--- config.mk ---
export PLATFORM = sky130hd
export DESIGN_NAME = bp_mmu_ptw
export DESIGN_NICKNAME = d
export VERILOG_FILES = /design/src/rtl/bp_mmu_ptw.sv
export SDC_FILE = /design/constraint.sdc
export NUM_CORES = 1
export LEC_CHECK = 0
export CORE_ASPECT_RATIO = 0.75
export CORE_UTILIZATION = 48
export CTS_CLUSTER_DIAMETER = 60
export DETAILED_ROUTE_END_ITERATION = 10
export HOLD_SLACK_MARGIN = 0.03
export PLACE_DENSITY = 0.88
export SYNTH_ARGS = -nofsm -noshare
export SYNTH_HDL_FRONTEND = slang
export SYNTH_SLANG_ARGS = --single-unit
--- constraint.sdc ---
create_clock -name clk_i -period 15.4 [get_ports clk_i]
set_input_delay 1.54 -clock clk_i [delete_from_list [all_inputs] [get_ports clk_i]]
set_output_delay 1.54 -clock clk_i [all_outputs]
set_load 0.005 [all_outputs]
--- src/rtl/bp_mmu_ptw.sv ---
// bp_mmu_ptw: Sv39 hardware page-table walker.
//
// Takes one TLB miss at a time, walks up to three page-table levels through a
// single-outstanding PTE read port, and either fills the TLB with the leaf
// entry or raises the page fault that matches the access type. A/D bits are
// never updated here: a clear A, or a clear D on a store, is a fault.
//
// Ports:
//   clk_i, reset_i (async, active-high), flush_i   clock / reset / abort walk
//   satp_ppn_i                                     root table PPN
//   miss_v_i, miss_{instr,load,store}_i, miss_vtag_i  miss request
//   ready_o                                        high only when idle
//   mem_v_o, mem_addr_o, mem_yumi_i                PTE read request
//   mem_v_i, mem_data_i                            PTE read response
//   w_v_o, w_vtag_o, w_entry_o, w_level_o          TLB fill
//   {instr,load,store}_page_fault_o                fault pulses
module bp_mmu_ptw #(
  parameter int vtag_width_p = 27,
  parameter int ptag_width_p = 44,
  parameter int paddr_width_p = 56,
  localparam int entry_width_lp = ptag_width_p + 7
) (
  input  logic                      clk_i,
  input  logic                      reset_i,
  input  logic                      flush_i,
  input  logic [ptag_width_p-1:0]   satp_ppn_i,
  input  logic                      miss_v_i,
  input  logic                      miss_instr_i,
  input  logic                      miss_load_i,
  input  logic                      miss_store_i,
  input  logic [vtag_width_p-1:0]   miss_vtag_i,
  output logic                      ready_o,
  output logic                      mem_v_o,
  output logic [paddr_width_p-1:0]  mem_addr_o,
  input  logic                      mem_yumi_i,
  input  logic                      mem_v_i,
  input  logic [63:0]               mem_data_i,
  output logic                      w_v_o,
  output logic [vtag_width_p-1:0]   w_vtag_o,
  output logic [entry_width_lp-1:0] w_entry_o,
  output logic [1:0]                w_level_o,
  output logic                      instr_page_fault_o,
  output logic                      load_page_fault_o,
  output logic                      store_page_fault_o
);

  typedef enum logic [2:0] {
    S_IDLE, S_SEND, S_WAIT, S_DRAIN, S_WRITE, S_FAULT
  } state_e;

  state_e                    state;
  logic [1:0]                level;
  logic [ptag_width_p-1:0]   ppn_r;
  logic [vtag_width_p-1:0]   vtag_r;
  logic                      instr_r, load_r, store_r;

  logic                      w_v_r;
  logic [vtag_width_p-1:0]   w_vtag_r;
  logic [entry_width_lp-1:0] w_entry_r;
  logic [1:0]                w_level_r;
  logic                      ipf_r, lpf_r, spf_r;

  // 9-bit VPN slice indexed by walk level (VPN[2] is the top slice).
  function automatic logic [8:0] vpn_sel(input logic [vtag_width_p-1:0] vtag,
                                         input logic [1:0] lvl);
    case (lvl)
      2'd0:    vpn_sel = vtag[8:0];
      2'd1:    vpn_sel = vtag[17:9];
      default: vpn_sel = vtag[26:18];
    endcase
  endfunction

  // Superpage leaves translate the low VPN bits straight through.
  function automatic logic [ptag_width_p-1:0] fill_ptag(input logic [ptag_width_p-1:0] ppn,
                                                        input logic [vtag_width_p-1:0] vtag,
                                                        input logic [1:0] lvl);
    case (lvl)
      2'd0:    fill_ptag = ppn;
      2'd1:    fill_ptag = {ppn[ptag_width_p-1:9], vtag[8:0]};
      default: fill_ptag = {ppn[ptag_width_p-1:18], vtag[17:0]};
    endcase
  endfunction

  function automatic logic misaligned(input logic [ptag_width_p-1:0] ppn,
                                      input logic [1:0] lvl);
    case (lvl)
      2'd0:    misaligned = 1'b0;
      2'd1:    misaligned = |ppn[8:0];
      default: misaligned = |ppn[17:0];
    endcase
  endfunction

  // PTE field decode
  logic                    pte_v, pte_r, pte_w, pte_x, pte_a, pte_d, pte_leaf;
  logic [ptag_width_p-1:0] pte_ppn;
  logic                    pte_fault;
  logic                    unused_pte_bits;

  assign pte_v    = mem_data_i[0];
  assign pte_r    = mem_data_i[1];
  assign pte_w    = mem_data_i[2];
  assign pte_x    = mem_data_i[3];
  assign pte_a    = mem_data_i[6];
  assign pte_d    = mem_data_i[7];
  assign pte_ppn  = mem_data_i[10 +: ptag_width_p];
  assign pte_leaf = pte_r | pte_x;
  assign unused_pte_bits = ^{mem_data_i[63:54], mem_data_i[9:8]};

  assign pte_fault = ~pte_v
                   | (~pte_r & pte_w)
                   | (~pte_leaf & (level == 2'd0))
                   | (pte_leaf & misaligned(pte_ppn, level))
                   | (pte_leaf & ~pte_a)
                   | (pte_leaf & store_r & ~pte_d);

  always_ff @(posedge clk_i or posedge reset_i) begin
    if (reset_i) begin
      state     <= S_IDLE;
      level     <= 2'd2;
      ppn_r     <= '0;
      vtag_r    <= '0;
      instr_r   <= 1'b0;
      load_r    <= 1'b0;
      store_r   <= 1'b0;
      w_v_r     <= 1'b0;
      w_vtag_r  <= '0;
      w_entry_r <= '0;
      w_level_r <= 2'd0;
      ipf_r     <= 1'b0;
      lpf_r     <= 1'b0;
      spf_r     <= 1'b0;
    end else begin
      // Fill strobe and fault flags are single-cycle pulses.
      w_v_r <= 1'b0;
      ipf_r <= 1'b0;
      lpf_r <= 1'b0;
      spf_r <= 1'b0;
      case (state)
        S_IDLE: begin
          if (miss_v_i && !flush_i) begin
            vtag_r  <= miss_vtag_i;
            ppn_r   <= satp_ppn_i;
            instr_r <= miss_instr_i;
            load_r  <= miss_load_i;
            store_r <= miss_store_i;
            level   <= 2'd2;
            state   <= S_SEND;
          end
        end
        S_SEND: begin
          // An accepted request must still have its response drained.
          if (flush_i)         state <= mem_yumi_i ? S_DRAIN : S_IDLE;
          else if (mem_yumi_i) state <= S_WAIT;
        end
        S_WAIT: begin
          if (flush_i) begin
            state <= mem_v_i ? S_IDLE : S_DRAIN;
          end else if (mem_v_i) begin
            if (pte_fault) begin
              ipf_r <= instr_r;
              lpf_r <= load_r;
              spf_r <= store_r;
              state <= S_FAULT;
            end else if (pte_leaf) begin
              w_v_r     <= 1'b1;
              w_vtag_r  <= vtag_r;
              w_level_r <= level;
              w_entry_r <= {fill_ptag(pte_ppn, vtag_r, level), mem_data_i[7:1]};
              state     <= S_WRITE;
            end else begin
              ppn_r <= pte_ppn;
              level <= level - 2'd1;
              state <= S_SEND;
            end
          end
        end
        S_DRAIN: begin
          if (mem_v_i) state <= S_IDLE;
        end
        default: state <= S_IDLE;
      endcase
    end
  end

  assign ready_o    = (state == S_IDLE);
  assign mem_v_o    = (state == S_SEND);
  assign mem_addr_o = {ppn_r, vpn_sel(vtag_r, level), 3'b000};

  // A flush in the WRITE/FAULT cycle suppresses the result.
  assign w_v_o              = w_v_r & ~flush_i;
  assign w_vtag_o           = w_vtag_r;
  assign w_entry_o          = w_entry_r;
  assign w_level_o          = w_level_r;
  assign instr_page_fault_o = ipf_r & ~flush_i;
  assign load_page_fault_o  = lpf_r & ~flush_i;
  assign store_page_fault_o = spf_r & ~flush_i;

endmodule

==> results of run 1 <==
[cell usage after synthesis, types with 2 or more instances]
cell type,n
a21boi_0,4
a22o_1,8
a22oi_1,9
a31oi_1,3
and2b_1,2
buf_1,4
buf_2,6
buf_4,3
buf_6,11
clkbuf_1,5
dfrtp_1,162
ha_1,2
inv_1,4
mux2_2,197
mux2_4,9
nand2_1,19
nand2b_1,3
nand3_1,5
nor2_1,6
nor2b_1,5
nor3_1,6
nor3b_1,2
o211ai_1,2
o21a_1,5
o21ai_0,2
o21bai_1,2
or2_2,2
[cell families after synthesis]
group / Yosys count / synth area share
muxes: 206 / 0.321
adders and majority gates: 2 / 0.00341
and+or+nand+nor: 57 / 0.0401
DFF: 163 / 0.556
AOI/OAI and AO/OA: 43 / 0.0486
other: 1 / 0.000511
buffers and inverters: 33 / 0.0307
[layer usage]
metal  up-vias  GRT usage
met5         -          0
met4         0     0.0820
met3        19     0.0856
met2       207      0.439
met1      2661      0.315
li1       2371          -
[registers in the layout (all words and copies together) (netlist names), 2 cells and up]
| register | count |
|---|---|
| w_level_o | 2 |
| w_entry_o | 51 |
| level | 2 |
| state | 3 |
| ppn_r | 44 |
| w_vtag_o | 27 |
| vtag_r | 27 |
[area by class of cell]
type / count / share of cell area
repair buffers: 277 / 0.257
inverters: 4 / 0.00187
clock buffers: 22 / 0.0461
flip-flops and latches: 163 / 0.380
well taps: 200 / 0.0233
multi-input cells: 311 / 0.284
clock inverters: 9 / 0.00735
[worst min-delay path by stage]
stage,end,slack (ns),depth (start not counted)
after floorplan,w_entry_o[5],0.46,1
after global placement,w_entry_o[5],0.45,1
after detailed placement,w_entry_o[5],0.47,1
after CTS,w_entry_o[5],0.48,1
after global routing,w_entry_o[5],0.48,1
final,w_entry_o[5],0.48,1
[power by group]
part	leakage [nW]	internal, mW	switching [mW]	total (mW)
combinational	2.27	0.328	0.166	0.494
clock	0.284	0.242	0.168	0.410
sequential	2.12	0.535	0.0859	0.621
==> impl_metrics.py, run 1 <==
metrics = {
    "drt": {
        "dr.pass1.iters": 4,
        "num_vias": 5258,
        "routed_wl_um": 20200,
        "drtAntennaViolNets": 0,
        "drtIter0Drc": 205,
        "met1_length_um": 8290,
        "dr_wl_met3_um": 1690,
        "viasPerCell": 5.33,
        "dr.max_layer_used": "met4",
        "drc": 0,
        "wl_met2_um": 10000,
        "routedWlPerCell_um": 20.5,
    },
    "setup_path": {
        "r2r_end": "w_vtag_o[13]",
        "crit_top_cell": "nand2_1",
        "reg2regPathDepth": 6,
        "crit_fanout": 22,
        "worstSetupEndpoint": "mem_addr_o[9]",
        "startpoint": "level[1]",
        "crit_path_cell_trace": "inv_1, ha_1, nor2_1, nand2_1, nand2_1, clkdlybuf4s50_1",
        "rrSetupSlack_ns": 11.95,
        "cp.depth": 6,
        "start_kind": "flip-flop",
        "crit_required_ns": 13.86,
        "cp-end-kind": "output pin",
        "critical_path_class": "reg2out",
        "path_buf_inv": 2,
        "max_stage_delay_ns": 0.76,
        "timing.rr.start": "level[0]",
        "cpLargestDelayFamily": "simple AND/OR/NAND/NOR gates",
        "crit_arrival_ns": 3.06,
        "slowest_stage": "nor2_1",
    },
    "synth": {
        "ys.warnings.count": 0,
        "synthArstFlopShare": 1.00,
        "syn-cell-area_um2": 7340,
        "postSynthCellCount": 505,
        "synth_edf_count": 0,
        "synth_flop_cell": "dfrtp_1",
        "synth_cell_types": 44,
        "ys_ff_latch": 163,
        "syn_area_per_cell_um2": 14.5,
        "synthTopCellsByArea": "dfrtp_1 (55%), mux2_2 (30%), mux2_4 (1.8%), buf_6 (1.7%), nand2_1 (0.97%)",
        "synth_area_leader_cell": "dfrtp_1",
        "synth_top_area_frac": 0.552,
        "synth-seq-area-share": 0.556,
    },
    "outcome": {
        "status": "completed",
    },
    "floorplan": {
        "start_util": 0.499,
        "die_y_um": 109,
        "fp.coreArea_um2": 14700,
        "rows": 38,
        "die_w_um": 145,
        "io_pins": 286,
        "dieArea_um2": 15800,
    },
    "final_layout": {
        "multi_input_area_um2": 3050,
        "layout_common_cells": "clkdlybuf4s50_1 (270), mux2_2 (197), dfrtp_1 (162)",
        "drive_gt1_frac": 0.322,
        "fin_cells": 986,
        "diodes": 0,
        "final.fill_count": 932,
        "ff_latch_area_um2": 4080,
        "finalNetCount": 920,
        "area_delta_synth_final_pct": 46.1,
        "post-route-util": 0.730,
        "layout_commonest_cell": "clkdlybuf4s50_1",
        "final_cell_area_um2": 10700,
    },
    "timing": {
        "finalSetupViolCount": 0,
        "finalClockSkew_ns": 0.0108,
        "hold_viol_final": 0,
        "slew_violations": 0,
        "max_slew_margin": 0.402,
        "fin_crit_ns": 4.60,
        "setup_tns_ns": 0,
        "max_freq_mhz": 217,
        "fin_crit_sh": 0.299,
        "worstMarginPinSlew_ns": 0.897,
        "fin_ws_ns": 10.80,
        "rsz0062_at_grt": "no",
        "hold_ws_ns": 0.482,
    },
    "cts": {
        "cts_tree": "done",
        "cts_num_sinks": 163,
        "htreeDepth": 4,
        "cts_resized": 0,
        "cts_root_buffer": "clkbuf_16",
        "clkTransAtPathRegs_ns": 0.06,
        "cts_setup_buffers": 0,
        "cts_buffers": 17,
        "clock_latency_ns": 0.42,
        "ctsHoldBuffers": 0,
        "clockBufferDepth": 2,
    },
    "global_route": {
        "grt_overflow": 0,
        "antenna_found_initial": 0,
        "grt_pass1_vias": 5509,
        "grt_max_degree": 94,
        "grt_usage": 0.260,
        "grt_first_pass_wirelength_um": 30100,
    },
    "power_and_ir_drop": {
        "power_density_nw_per_um2": 142,
        "power.leakage_nw": 4.67,
        "p_total_mw": 1.52,
        "ir_drop_mv": 0.114,
    },
    "hold_path": {
        "min_from": "w_entry_o[5]",
        "min_path_type": "reg2reg",
    },
    "placed_design": {
        "place_ws_ns": 10.89,
        "dp.cells": 955,
        "hpwl_um": 14600,
        "dpl-instance-area_um2": 10200,
        "port_buffers": 270,
        "routabilityCongestion": 0.854,
    },
    "run": {
        "maxCapViolCount": 0,
    },
}
(Power assumes the default switching activity.)
==> inputs of run 2 (changes only) <==
--- a/config.mk
+++ b/config.mk
@@ -6,11 +6,11 @@
 export NUM_CORES = 1
 export LEC_CHECK = 0
 export CORE_ASPECT_RATIO = 0.75
-export CORE_UTILIZATION = 48
+export CORE_UTILIZATION = 40
 export CTS_CLUSTER_DIAMETER = 60
 export DETAILED_ROUTE_END_ITERATION = 10
 export HOLD_SLACK_MARGIN = 0.03
-export PLACE_DENSITY = 0.88
+export PLACE_DENSITY = 0.78
 export SYNTH_ARGS = -nofsm -noshare
 export SYNTH_HDL_FRONTEND = slang
 export SYNTH_SLANG_ARGS = --single-unit
==> constraint.sdc (replaced) <==
create_clock -name clk_i -period 3.9 [get_ports clk_i]
set_input_delay 0.39 -clock clk_i [delete_from_list [all_inputs] [get_ports clk_i]]
set_output_delay 0.39 -clock clk_i [all_outputs]
set_load 0.005 [all_outputs]
==> impl_metrics.py, run 2 (same netlist as run 1, synthesis figures left out) <==
metrics = {
    "outcome": {
        "status": "completed",
    },
    "placed_design": {
        "hpwl_um": 14900,
        "routabilityCongestion": 0.840,
        "port_buffers": 270,
    },
    "setup_path": {
        "crit_arrival_ns": 2.93,
        "crit_path_cell_trace": "inv_1, ha_1, buf_4, nor2_1, nand2_1, nand2_1, clkdlybuf4s50_1",
        "start_kind": "flip-flop",
        "cp-end-kind": "output pin",
        "worstSetupEndpoint": "mem_addr_o[5]",
        "timing.rr.start": "level[1]",
        "max_stage_delay_ns": 0.66,
        "crit_fanout": 21,
        "r2r_end": "w_entry_o[48]",
        "crit_top_cell": "nand2_1",
        "startpoint": "level[1]",
        "crit_required_ns": 3.51,
        "critical_path_class": "reg2out",
        "slowest_stage": "nor2_1",
        "rrSetupSlack_ns": 0.94,
        "reg2regPathDepth": 6,
    },
    "floorplan": {
        "fp.coreArea_um2": 17800,
        "io_pins": 286,
        "die_y_um": 119,
        "die_w_um": 158,
        "dieArea_um2": 18900,
        "rows": 42,
        "start_util": 0.412,
    },
    "cts": {
        "htreeDepth": 4,
        "clockBufferDepth": 2,
        "cts_setup_buffers": 0,
        "cts_num_sinks": 163,
        "cts_resized": 0,
        "clock_latency_ns": 0.42,
        "clkTransAtPathRegs_ns": 0.06,
        "cts_root_buffer": "clkbuf_16",
        "cts_tree": "done",
        "cts_buffers": 17,
        "ctsHoldBuffers": 0,
    },
    "final_layout": {
        "largest_register_ffs": 51,
        "drive_gt1_frac": 0.323,
        "finalNetCount": 922,
        "post-route-util": 0.610,
        "diodes": 0,
        "layout_commonest_cell": "clkdlybuf4s50_1",
        "area_delta_synth_final_pct": 48.1,
        "layout_common_cells": "clkdlybuf4s50_1 (270), mux2_2 (197), dfrtp_1 (162)",
    },
    "timing": {
        "finalSetupViolCount": 0,
        "hold_viol_final": 0,
        "max_freq_mhz": 301,
        "setup_tns_ns": 0,
        "hold_ws_ns": 0.501,
        "rsz0062_at_grt": "no",
        "finalClockSkew_ns": 0.00763,
        "fin_crit_sh": 0.852,
        "worstMarginPinSlew_ns": 0.921,
        "fin_crit_ns": 3.32,
        "slew_violations": 0,
        "max_slew_margin": 0.386,
    },
    "global_route": {
        "grt_pass1_vias": 5707,
        "grt_first_pass_wirelength_um": 31700,
        "grt_max_degree": 164,
        "grt_usage": 0.224,
        "antenna_found_initial": 0,
        "grt_overflow": 0,
    },
    "drt": {
        "drtIter0Drc": 236,
        "routed_wl_um": 20400,
        "drc": 0,
        "routedWlPerCell_um": 19.8,
        "num_vias": 5243,
        "dr.pass1.iters": 4,
        "drtAntennaViolNets": 0,
        "viasPerCell": 5.09,
    },
    "power_and_ir_drop": {
        "ir_drop_mv": 0.289,
        "power_density_nw_per_um2": 566,
        "power.leakage_nw": 4.69,
    },
    "run": {
        "maxCapViolCount": 0,
    },
    "hold_path": {
        "min_path_type": "reg2reg",
    },
}
run 2: cell count changes in the layout (fill, tap and decap cells not counted):
cell	delta
buf_12	+2
bufinv_16	+2
clkbuf_1	+2
clkbuf_8	-2
clkinv_2	-5
clkinvlp_4	+3
inv_6	+1
nand3_1	-1
nand3_2	+1
run 2: final cells by class:
class	instances	area (µm²)
clock inverters	10	146
fillers	1385	6950
multi-input cells	311	3050
repair buffers	279	2800
well taps	242	303
inverters	4	18.8
flip-flops and latches	163	4080
clock buffers	22	474
run 2: worst min-delay path by stage:
| stage | start | to | slack, ns | cells past startpoint |
|---|---|---|---|---|
| final | instr_r | instr_r | 0.50 | 1 |
| after global routing | w_entry_o[5] | w_entry_o[5] | 0.51 | 1 |
| after CTS | instr_r | instr_r | 0.50 | 1 |
| after detailed placement | instr_r | instr_r | 0.49 | 1 |
| after global placement | w_entry_o[5] | w_entry_o[5] | 0.45 | 1 |
| after floorplan | w_entry_o[5] | w_entry_o[5] | 0.46 | 1 |
run 2: worst max-delay path: cells and delay by family, from the launching register on:
kind	cells	cell delay, ns
AND/OR/NAND/NOR	3	0.95
flip-flops	1	0.54
adder cells (fa/ha/maj)	1	0.23
buffers and inverters	3	0.79
run 2: layer usage:
layer	track usage	part of all wire	vias to the layer above
li1	-	-	2365
met1	0.278	0.42	2642
met2	0.365	0.48	216
met3	0.0815	0.091	20
met4	0.0625	0.013	0
met5	0	0	-
run 2: where the power goes:
group	total, mW	switching (mW)	leakage (nW)	internal [mW]
Combinational	1.96	0.659	2.28	1.30
Sequential	2.44	0.327	2.12	2.11
Clock	1.75	0.689	0.290	1.07
run 2: through the flow:
stage	cell area, µm²	setup WS [ns]	cells	power [mW]
5_1_grt	10900	0.424	1031	6.48
4_1_cts	10900	0.608	1031	6.24
6_report	10900	0.577	1031	6.16
2_1_floorplan	7350	1.44	507	3.35
3_3_place_gp	10200	0.907	999	4.37
3_5_place_dp	10200	0.817	999	4.45
==> inputs of run 3 (changes only) <==
--- a/config.mk
+++ b/config.mk
@@ -9,6 +9,7 @@
 export CORE_UTILIZATION = 40
 export CTS_CLUSTER_DIAMETER = 60
 export DETAILED_ROUTE_END_ITERATION = 10
+export GPL_TIMING_DRIVEN = 1
 export HOLD_SLACK_MARGIN = 0.03
 export PLACE_DENSITY = 0.78
 export SYNTH_ARGS = -nofsm -noshare
==> results of run 3 <==
Final layout, timing and power as in run 2 (identical DEF).
